$ cat config.mk
export PLATFORM = sky130hd
export DESIGN_NAME = line_buffer_row_sequencer
export DESIGN_NICKNAME = d
export VERILOG_FILES = /design/src/rtl/line_buffer_pkg.sv /design/src/rtl/line_buffer_row_sequencer.sv
export SDC_FILE = /design/constraint.sdc
export NUM_CORES = 1
export LEC_CHECK = 0
export ABC_AREA = 0
export CORE_MARGIN = 2
export CORE_UTILIZATION = 54
export CTS_BUF_LIST = sky130_fd_sc_hd__clkbuf_8
export DETAILED_ROUTE_END_ITERATION = 10
export PLACE_DENSITY = 0.88
export SETUP_SLACK_MARGIN = 0.02
export SYNTH_ARGS = -nofsm -noshare
export SYNTH_HDL_FRONTEND = slang
export SYNTH_SLANG_ARGS = --single-unit
$ cat constraint.sdc
create_clock -name clk -period 4.6 [get_ports clk]
set_clock_uncertainty 0.1 [all_clocks]
set_input_delay 1.15 -clock clk [delete_from_list [all_inputs] [get_ports clk]]
set_output_delay 1.15 -clock clk [all_outputs]
set_load 0.01 [all_outputs]
$ cat src/rtl/line_buffer_pkg.sv
// Shared types and width helpers for the line-buffer row sequencer.
package line_buffer_pkg;

    typedef enum logic [2:0] {
        S_IDLE,
        S_TOP_PAD,
        S_ROW,
        S_GAP,
        S_BOT_PAD,
        S_DONE
    } seq_state_e;

    localparam int unsigned MIN_CNT_W = 1;

    // Bits needed to hold 0..max_val, never narrower than one bit.
    function automatic int unsigned cnt_w(input int unsigned max_val);
        return (max_val < 1) ? MIN_CNT_W : $clog2(max_val + 1);
    endfunction

endpackage

$ cat src/rtl/line_buffer_row_sequencer.sv
// Emits one padded frame (top pad rows, data rows, bottom pad rows) as a column
// strobe stream with a fixed idle gap and a row_complete pulse after every row.
module line_buffer_row_sequencer
    import line_buffer_pkg::*;
#(
    parameter int unsigned KER_SIZE    = 3,
    parameter int unsigned INPUT_X_DIM = 3,
    parameter int unsigned INPUT_Y_DIM = 3,
    parameter int unsigned PAD         = 1,
    parameter int unsigned DATA_W      = 8,
    parameter int unsigned ROW_GAP     = KER_SIZE + 1
) (
    input  logic              clk,
    input  logic              rstn,
    input  logic              start,
    input  logic              abort,
    input  logic              in_valid,
    output logic              in_ready,
    input  logic [DATA_W-1:0] in_data,
    output logic              out_valid,
    output logic [DATA_W-1:0] out_data,
    output logic              out_pad,
    output logic              row_complete,
    output logic              frame_done,
    output logic              busy
);

    localparam int unsigned COL_W = cnt_w(INPUT_X_DIM - 1);
    localparam int unsigned ROW_W = cnt_w(2 * PAD + INPUT_Y_DIM);
    localparam int unsigned GAP_W = cnt_w(ROW_GAP - 1);

    localparam logic [COL_W-1:0] COL_LAST   = COL_W'(INPUT_X_DIM - 1);
    localparam logic [GAP_W-1:0] GAP_LAST   = GAP_W'(ROW_GAP - 1);
    localparam logic [GAP_W-1:0] GAP_RC     = GAP_W'(ROW_GAP - 2);
    localparam logic [ROW_W-1:0] R_TOP_END  = ROW_W'(PAD);
    localparam logic [ROW_W-1:0] R_DATA_END = ROW_W'(PAD + INPUT_Y_DIM);
    localparam logic [ROW_W-1:0] R_BOT_END  = ROW_W'(2 * PAD + INPUT_Y_DIM);

    if (ROW_GAP < 2) begin : g_bad_row_gap
        $error("ROW_GAP must be at least 2");
    end

    seq_state_e        state_q, state_d;
    logic [COL_W-1:0]  col_q, col_d;
    logic [ROW_W-1:0]  row_q, row_d, row_inc;
    logic [GAP_W-1:0]  gap_q, gap_d;

    logic              pad_row, accept;
    logic              out_valid_q, out_valid_d;
    logic [DATA_W-1:0] out_data_q, out_data_d;
    logic              out_pad_q, out_pad_d;
    logic              row_complete_q, row_complete_d;
    logic              frame_done_q, frame_done_d;

    always_ff @(posedge clk or negedge rstn) begin
        if (!rstn) begin
            state_q        <= S_IDLE;
            col_q          <= '0;
            row_q          <= '0;
            gap_q          <= '0;
            out_valid_q    <= 1'b0;
            out_data_q     <= '0;
            out_pad_q      <= 1'b0;
            row_complete_q <= 1'b0;
            frame_done_q   <= 1'b0;
        end else begin
            state_q        <= state_d;
            col_q          <= col_d;
            row_q          <= row_d;
            gap_q          <= gap_d;
            out_valid_q    <= out_valid_d;
            out_data_q     <= out_data_d;
            out_pad_q      <= out_pad_d;
            row_complete_q <= row_complete_d;
            frame_done_q   <= frame_done_d;
        end
    end

    always_comb begin
        state_d = state_q;
        col_d   = col_q;
        row_d   = row_q;
        gap_d   = gap_q;
        row_inc = row_q + ROW_W'(1);
        case (state_q)
            S_IDLE: begin
                if (start) begin
                    col_d   = '0;
                    row_d   = '0;
                    gap_d   = '0;
                    state_d = (PAD > 0) ? S_TOP_PAD : S_ROW;
                end
            end
            S_TOP_PAD, S_BOT_PAD, S_ROW: begin
                // Pad rows advance every cycle; data rows only on accepted pixels.
                if (state_q != S_ROW || in_valid) begin
                    if (col_q == COL_LAST) begin
                        col_d   = '0;
                        state_d = S_GAP;
                    end else begin
                        col_d = col_q + COL_W'(1);
                    end
                end
            end
            S_GAP: begin
                if (gap_q == GAP_LAST) begin
                    gap_d = '0;
                    row_d = row_inc;
                    if (row_inc < R_TOP_END)       state_d = S_TOP_PAD;
                    else if (row_inc < R_DATA_END) state_d = S_ROW;
                    else if (row_inc < R_BOT_END)  state_d = S_BOT_PAD;
                    else                           state_d = S_DONE;
                end else begin
                    gap_d = gap_q + GAP_W'(1);
                end
            end
            S_DONE:  state_d = S_IDLE;
            default: state_d = S_IDLE;
        endcase
        if (abort) begin
            state_d = S_IDLE;
            col_d   = '0;
            row_d   = '0;
            gap_d   = '0;
        end
    end

    always_comb begin
        pad_row        = (state_q == S_TOP_PAD) || (state_q == S_BOT_PAD);
        accept         = (state_q == S_ROW) && in_valid;
        in_ready       = (state_q == S_ROW);
        busy           = (state_q != S_IDLE);
        out_valid_d    = pad_row || accept;
        out_data_d     = accept ? in_data : (pad_row ? '0 : out_data_q);
        out_pad_d      = pad_row;
        // One gap cycle early so the delayed row reset clears before the next valid.
        row_complete_d = (state_q == S_GAP) && (gap_q == GAP_RC);
        frame_done_d   = (state_q == S_DONE);
    end

    assign out_valid    = out_valid_q;
    assign out_data     = out_data_q;
    assign out_pad      = out_pad_q;
    assign row_complete = row_complete_q;
    assign frame_done   = frame_done_q;

endmodule

==> results of run 1 <==
## final timing paths
check	cells past startpoint	to	slack, ns	startpoint
worst min register to register	1	col_q[0]$_DFFE_PN0P_	0.37	col_q[0]$_DFFE_PN0P_
worst min-delay path	1	col_q[0]$_DFFE_PN0P_	0.37	col_q[0]$_DFFE_PN0P_
max in group asynchronous	1	out_data[1]$_DFFE_PN0P_	2.49	rstn
min in group asynchronous	1	out_data[0]$_DFFE_PN0P_	1.33	rstn
worst max register to register	4	out_data[0]$_DFFE_PN0P_	2.67	state_q[1]$_DFFE_PN0P_
worst max-delay path	2	in_ready	1.53	state_q[1]$_DFFE_PN0P_
## logic make-up after synthesis
logic type,after synthesis
flops,22
buf+inv,11
xor+xnor,4
fa+ha+maj,3
compound gates,29
simple gates,26
mux,4
## cell usage after synthesis
cell type	n	area (µm²)
nor2_1	2	7.51
a311oi_2	1	15.0
o41ai_1	1	8.76
a31oi_1	1	6.26
nor3b_1	3	22.5
and2_1	1	6.26
xor2_1	2	17.5
a21o_1	3	22.5
mux2i_1	2	20.0
xnor2_1	2	17.5
nand4bb_2	1	16.3
mux2_1	2	22.5
buf_2	4	20.0
nor2b_1	1	6.26
o21ai_1	3	15.0
ha_1	3	37.5
buf_4	1	7.51
dfrtp_1	22	551
a21oi_1	4	20.0
and3_1	1	6.26
or4_1	1	7.51
a22o_1	8	70.1
nand2b_1	1	6.26
a32o_1	1	10.0
nand3_1	1	5.00
inv_1	5	18.8
nand2_1	7	26.3
and4b_1	1	10.0
o21ai_0	5	25.0
inv_2	1	3.75
o221ai_2	1	15.0
o2bb2ai_1	1	8.76
nor3_1	4	20.0
nor2_2	2	12.5
## report_power, final
| group | switching, µW | internal (µW) | leakage, µW |
|---|---|---|---|
| combinational | 143 | 161 | 0.000319 |
| sequential | 54.6 | 245 | 0.000297 |
| clock | 56.6 | 76.0 | 0.0000288 |
| total | 254 | 481 | 0.000644 |
## state kept, by name, summed over array words and instances (netlist names)
signal        cells
col_q             2
frame_done        1
gap_q             2
out_data          8
out_pad           1
out_valid         1
row_complete      1
row_q             3
state_q           3
## metrics by stage
stage / power, µW / instance area, µm²
2_1_floorplan: 474 / 1080
3_3_place_gp: 589 / 1350
3_5_place_dp: 603 / 1350
4_1_cts: 741 / 1410
5_1_grt: 779 / 1410
6_report: 736 / 1410
## worst max-delay path, stage by stage (launching register included)
cell and delay [ns]:
dfrtp_1 0.62, nor3b_1 0.34, clkdlybuf4s50_1 0.61
## cell type report
type / count / area [µm²] / share of cell area
well taps: 27 / 33.8 / 0.0240
inverters: 6 / 22.5 / 0.0160
clock buffers: 4 / 55.1 / 0.0391
repair buffers: 26 / 260 / 0.185
flip-flops and latches: 22 / 551 / 0.391
multi-input cells: 66 / 484 / 0.344
## layer usage
metal | track usage | vias up | routed length (µm)
met5 | 0 | - | 0
met3 | 0.0460 | 2 | 164
met1 | 0.280 | 395 | 1000
met2 | 0.356 | 46 | 1160
li1 | - | 413 | -
met4 | 0.0571 | 0 | 12
## placed cells by master (no fill, tap or decap), types with 2 or more instances in the layout
cell type	instances
nand2_1	7
clkbuf_8	4
mux2_1	2
a21o_1	3
a22o_1	8
inv_1	5
dfrtp_1	22
o21ai_1	3
nor3b_1	3
a21oi_1	4
ha_1	3
xnor2_1	2
nor2_1	2
nor2_2	2
nor3_1	4
xor2_1	2
mux2i_1	2
o21ai_0	5
clkdlybuf4s50_1	26
==> results.yml, run 1 <==
sta:
  worst_pin_slew_ns: 0.965
  holdWs_ns: 0.373
  hold_viol: 0
  max_slew_margin: 0.355
  setup_viol: 0
  fin_ws_ns: 1.53
  max_freq_mhz: 326
  period_minus_slack_ns: 3.07
  drv_slew: 0
  fin_crit_sh: 0.666
  grt_setup_unrepaired: "false"
  setup_tns_ns: 0
clock_tree:
  cts_buffers: 3
  clock_tree.buffer_depth: 2
  holdBufCountCts: 0
  clk_pin_slew_worst_paths_ns: 0.08
  cts-root-buf: "clkbuf_8"
  cts_resized: 0
  cts.sinks: 22
  cts_tree: "built"
  cts_setup_buffers: 0
  h-tree-depth: 1
  clkLatencyLatePin_ns: 0.25
run:
  drv_cap: 0
worst_setup_path:
  worstPathRequired_ns: 3.35
  crit_arrival_ns: 1.82
  path_class: "flip-flop to output pin"
  end_kind: "output pin"
  critPathMaxFanout: 14
  worst_setup_path_start_kind: "flip-flop"
route:
  vias: 856
  postRouteWirelength_mm: 2.35
  via_per_inst: 5.67
  drc: 0
  drtAntennaViolNets: 0
  dr.first_iter.drc_count: 15
  dr.pass1.iters: 4
  wire_per_inst_um: 15.5
global_route:
  grt_max_degree: 23
  grt_pass1_vias: 798
  antenna_found_initial: 0
  grt_use_total: 0.213
  grt_pass1_wl_mm: 3.91
  grt-ovfl-total: 0
yosys:
  synth_adder_area_share: 0.0346
  muxShareOfSynthArea: 0.0392
  synth_xor_area_frac: 0.0323
  syn_inst: 99
  synth-simple-area-share: 0.141
  syn_area_um2: 1080
  avgSynthCellArea_um2: 11.0
  yosys_warnings: 0
  syn_nets: 115
  synth_compound_area_frac: 0.200
  seq_area_frac_synth: 0.507
  synth.distinct_cells: 34
  ys_ff_latch: 22
  synth_top_family_by_area: "compound AO/OA/AOI/OAI gates"
finish:
  drive_gt1_frac: 0.0806
  final_core_util: 0.732
  n_antenna_cell: 0
  final_cells: 151
  nFillCells: 141
  synthToLayoutAreaGrowth_pct: 29.6
  fin_nets: 141
power:
  power.density_nw_per_um2: 523
  power.leakage_uw: 0.000644
  ir_worst_vdd_mv: 0.308
floorplan:
  start_util: 0.564
  num_io_pins: 27
  die_w_um: 48.8
  core_area_um2: 1920
  die_h_um: 48.8
  rows: 16
  dieArea_um2: 2380
placement:
  placedCellCount: 147
  preCtsSetupSlack_ns: 1.57
  hpwl_mm: 1.68
  gp_congestion: 0.893
  io_buffers: 26
min_path:
  worstHoldPathType: "flip-flop to flip-flop"
run_status:
  status: "finished clean"
(Power assumes the default switching activity.)
==> run 2: changes to the inputs <==
--- a/config.mk
+++ b/config.mk
@@ -7,10 +7,10 @@
 export LEC_CHECK = 0
 export ABC_AREA = 0
 export CORE_MARGIN = 2
-export CORE_UTILIZATION = 54
+export CORE_UTILIZATION = 45
 export CTS_BUF_LIST = sky130_fd_sc_hd__clkbuf_8
 export DETAILED_ROUTE_END_ITERATION = 10
-export PLACE_DENSITY = 0.88
+export PLACE_DENSITY = 0.78
 export SETUP_SLACK_MARGIN = 0.02
 export SYNTH_ARGS = -nofsm -noshare
 export SYNTH_HDL_FRONTEND = slang
==> constraint.sdc (replaced) <==
create_clock -name clk -period 2.6 [get_ports clk]
set_clock_uncertainty 0.1 [all_clocks]
set_input_delay 0.65 -clock clk [delete_from_list [all_inputs] [get_ports clk]]
set_output_delay 0.65 -clock clk [all_outputs]
set_load 0.01 [all_outputs]
==> results.yml, run 2 (synthesized netlist as in run 1, its figures left out) <==
floorplan:
  num_io_pins: 27
  rows: 17
  die_w_um: 53.1
  dieArea_um2: 2820
  start_util: 0.481
  core_area_um2: 2250
  die_h_um: 53.1
finish:
  layout_commonest_cell: "clkdlybuf4s50_1"
  final_cells: 155
  final_area_um2: 1420
  drive_gt1_frac: 0.102
  final_core_util: 0.632
  layout_common_cells: "clkdlybuf4s50_1, dfrtp_1, a22o_1, nand2_1"
  fin_nets: 145
  n_antenna_cell: 0
  nFillCells: 192
  synthToLayoutAreaGrowth_pct: 31.3
  largest_reg_flops: 8
worst_setup_path:
  path_class: "flip-flop to output pin"
  critPathMaxFanout: 9
  end_kind: "output pin"
  crit_arrival_ns: 1.64
  worst_setup_path_start_kind: "flip-flop"
  worstPathRequired_ns: 1.85
  reg2reg_from: "row_q[0]$_DFFE_PN0P_"
  startpoint: "state_q[2]$_DFFE_PN0P_"
placement:
  preCtsSetupSlack_ns: 0.232
  io_buffers: 26
  gp_congestion: 0.851
  placedCellCount: 152
  hpwl_mm: 1.59
  dpl_cell_area_um2: 1380
route:
  wire_per_inst_um: 13.7
  dr.pass1.iters: 4
  via_per_inst: 5.53
  postRouteWirelength_mm: 2.12
  drtAntennaViolNets: 0
  drc: 0
  dr.first_iter.drc_count: 12
  vias: 857
clock_tree:
  h-tree-depth: 1
  cts_resized: 0
  cts_buffers: 3
  clock_tree.buffer_depth: 2
  cts_tree: "built"
  holdBufCountCts: 0
  cts.sinks: 22
  clk_pin_slew_worst_paths_ns: 0.07
  cts-root-buf: "clkbuf_8"
  clkLatencyLatePin_ns: 0.25
  cts_setup_buffers: 0
run_status:
  status: "finished clean"
min_path:
  min-delay-start: "col_q[0]$_DFFE_PN0P_"
  worstHoldPathType: "flip-flop to flip-flop"
power:
  power.density_nw_per_um2: 896
  ir_worst_vdd_mv: 0.507
  power.leakage_uw: 0.000657
run:
  drv_cap: 0
global_route:
  grt_use_total: 0.169
  grt_pass1_vias: 825
  grt-ovfl-total: 0
  grt_max_degree: 23
  grt_pass1_wl_mm: 3.53
  antenna_found_initial: 0
sta:
  period_minus_slack_ns: 2.39
  drv_slew: 0
  fin_crit_sh: 0.918
  max_slew_margin: 0.747
  setup_tns_ns: 0
  fin_ws_ns: 0.213
  hold_viol: 0
  setup_viol: 0
  max_freq_mhz: 419
  worst_pin_slew_ns: 0.380
  grt_setup_unrepaired: "false"
run 2: changes by cell type in the layout (fill, tap and decap cells not counted):
cell      delta
clkbuf_8     -1
buf_4        +4
run 2: per-layer routing:
| layer | wire [µm] | GRT usage | vias up |
|---|---|---|---|
| met5 | 0 | 0 | - |
| met4 | 25 | 0.0513 | 0 |
| met3 | 226 | 0.0452 | 4 |
| met2 | 925 | 0.283 | 41 |
| met1 | 946 | 0.211 | 397 |
| li1 | - | - | 415 |
run 2: final cells by class:
type                       count  area [µm²]  share of cell area
sequential                    22         551               0.387
multi-input combinational     66         484               0.340
timing repair buffer          30         290               0.204
clock buffer                   3        41.3              0.0290
tap                           28        35.0              0.0246
inverter                       6        22.5              0.0158
run 2: path summary, 6_finish.rpt:
| path | to | slack, ns | cells after the start |
|---|---|---|---|
| worst min register to register | col_q[0]$_DFFE_PN0P_ | 0.38 | 1 |
| max in group asynchronous | row_q[1]$_DFFE_PN0P_ | 1.55 | 2 |
| min in group asynchronous | out_data[1]$_DFFE_PN0P_ | 0.65 | 2 |
| worst max-delay path | in_ready | 0.21 | 2 |
| worst max register to register | state_q[1]$_DFFE_PN0P_ | 0.74 | 5 |
| worst min-delay path | col_q[0]$_DFFE_PN0P_ | 0.38 | 1 |
run 2: metrics by stage:
stage               total power (µW)  hold slack [ns]
floorplan                        838            0.254
global placement                1070            0.357
detailed placement              1080            0.366
CTS                             1280            0.380
global route                    1370            0.407
finish                          1280            0.382
run 2: report_power, final:
| group | switching [µW] | internal, µW | total, µW | leakage (µW) |
|---|---|---|---|---|
| Clock | 92.5 | 103 | 195 | 0.0000216 |
| Sequential | 53.6 | 434 | 488 | 0.000297 |
| Combinational | 288 | 304 | 593 | 0.000339 |
run 2: worst max-delay path, stage by stage (launching register included):
cell	delay, ns
dfrtp_1	0.49
nor3b_1	0.30
clkdlybuf4s50_1	0.60
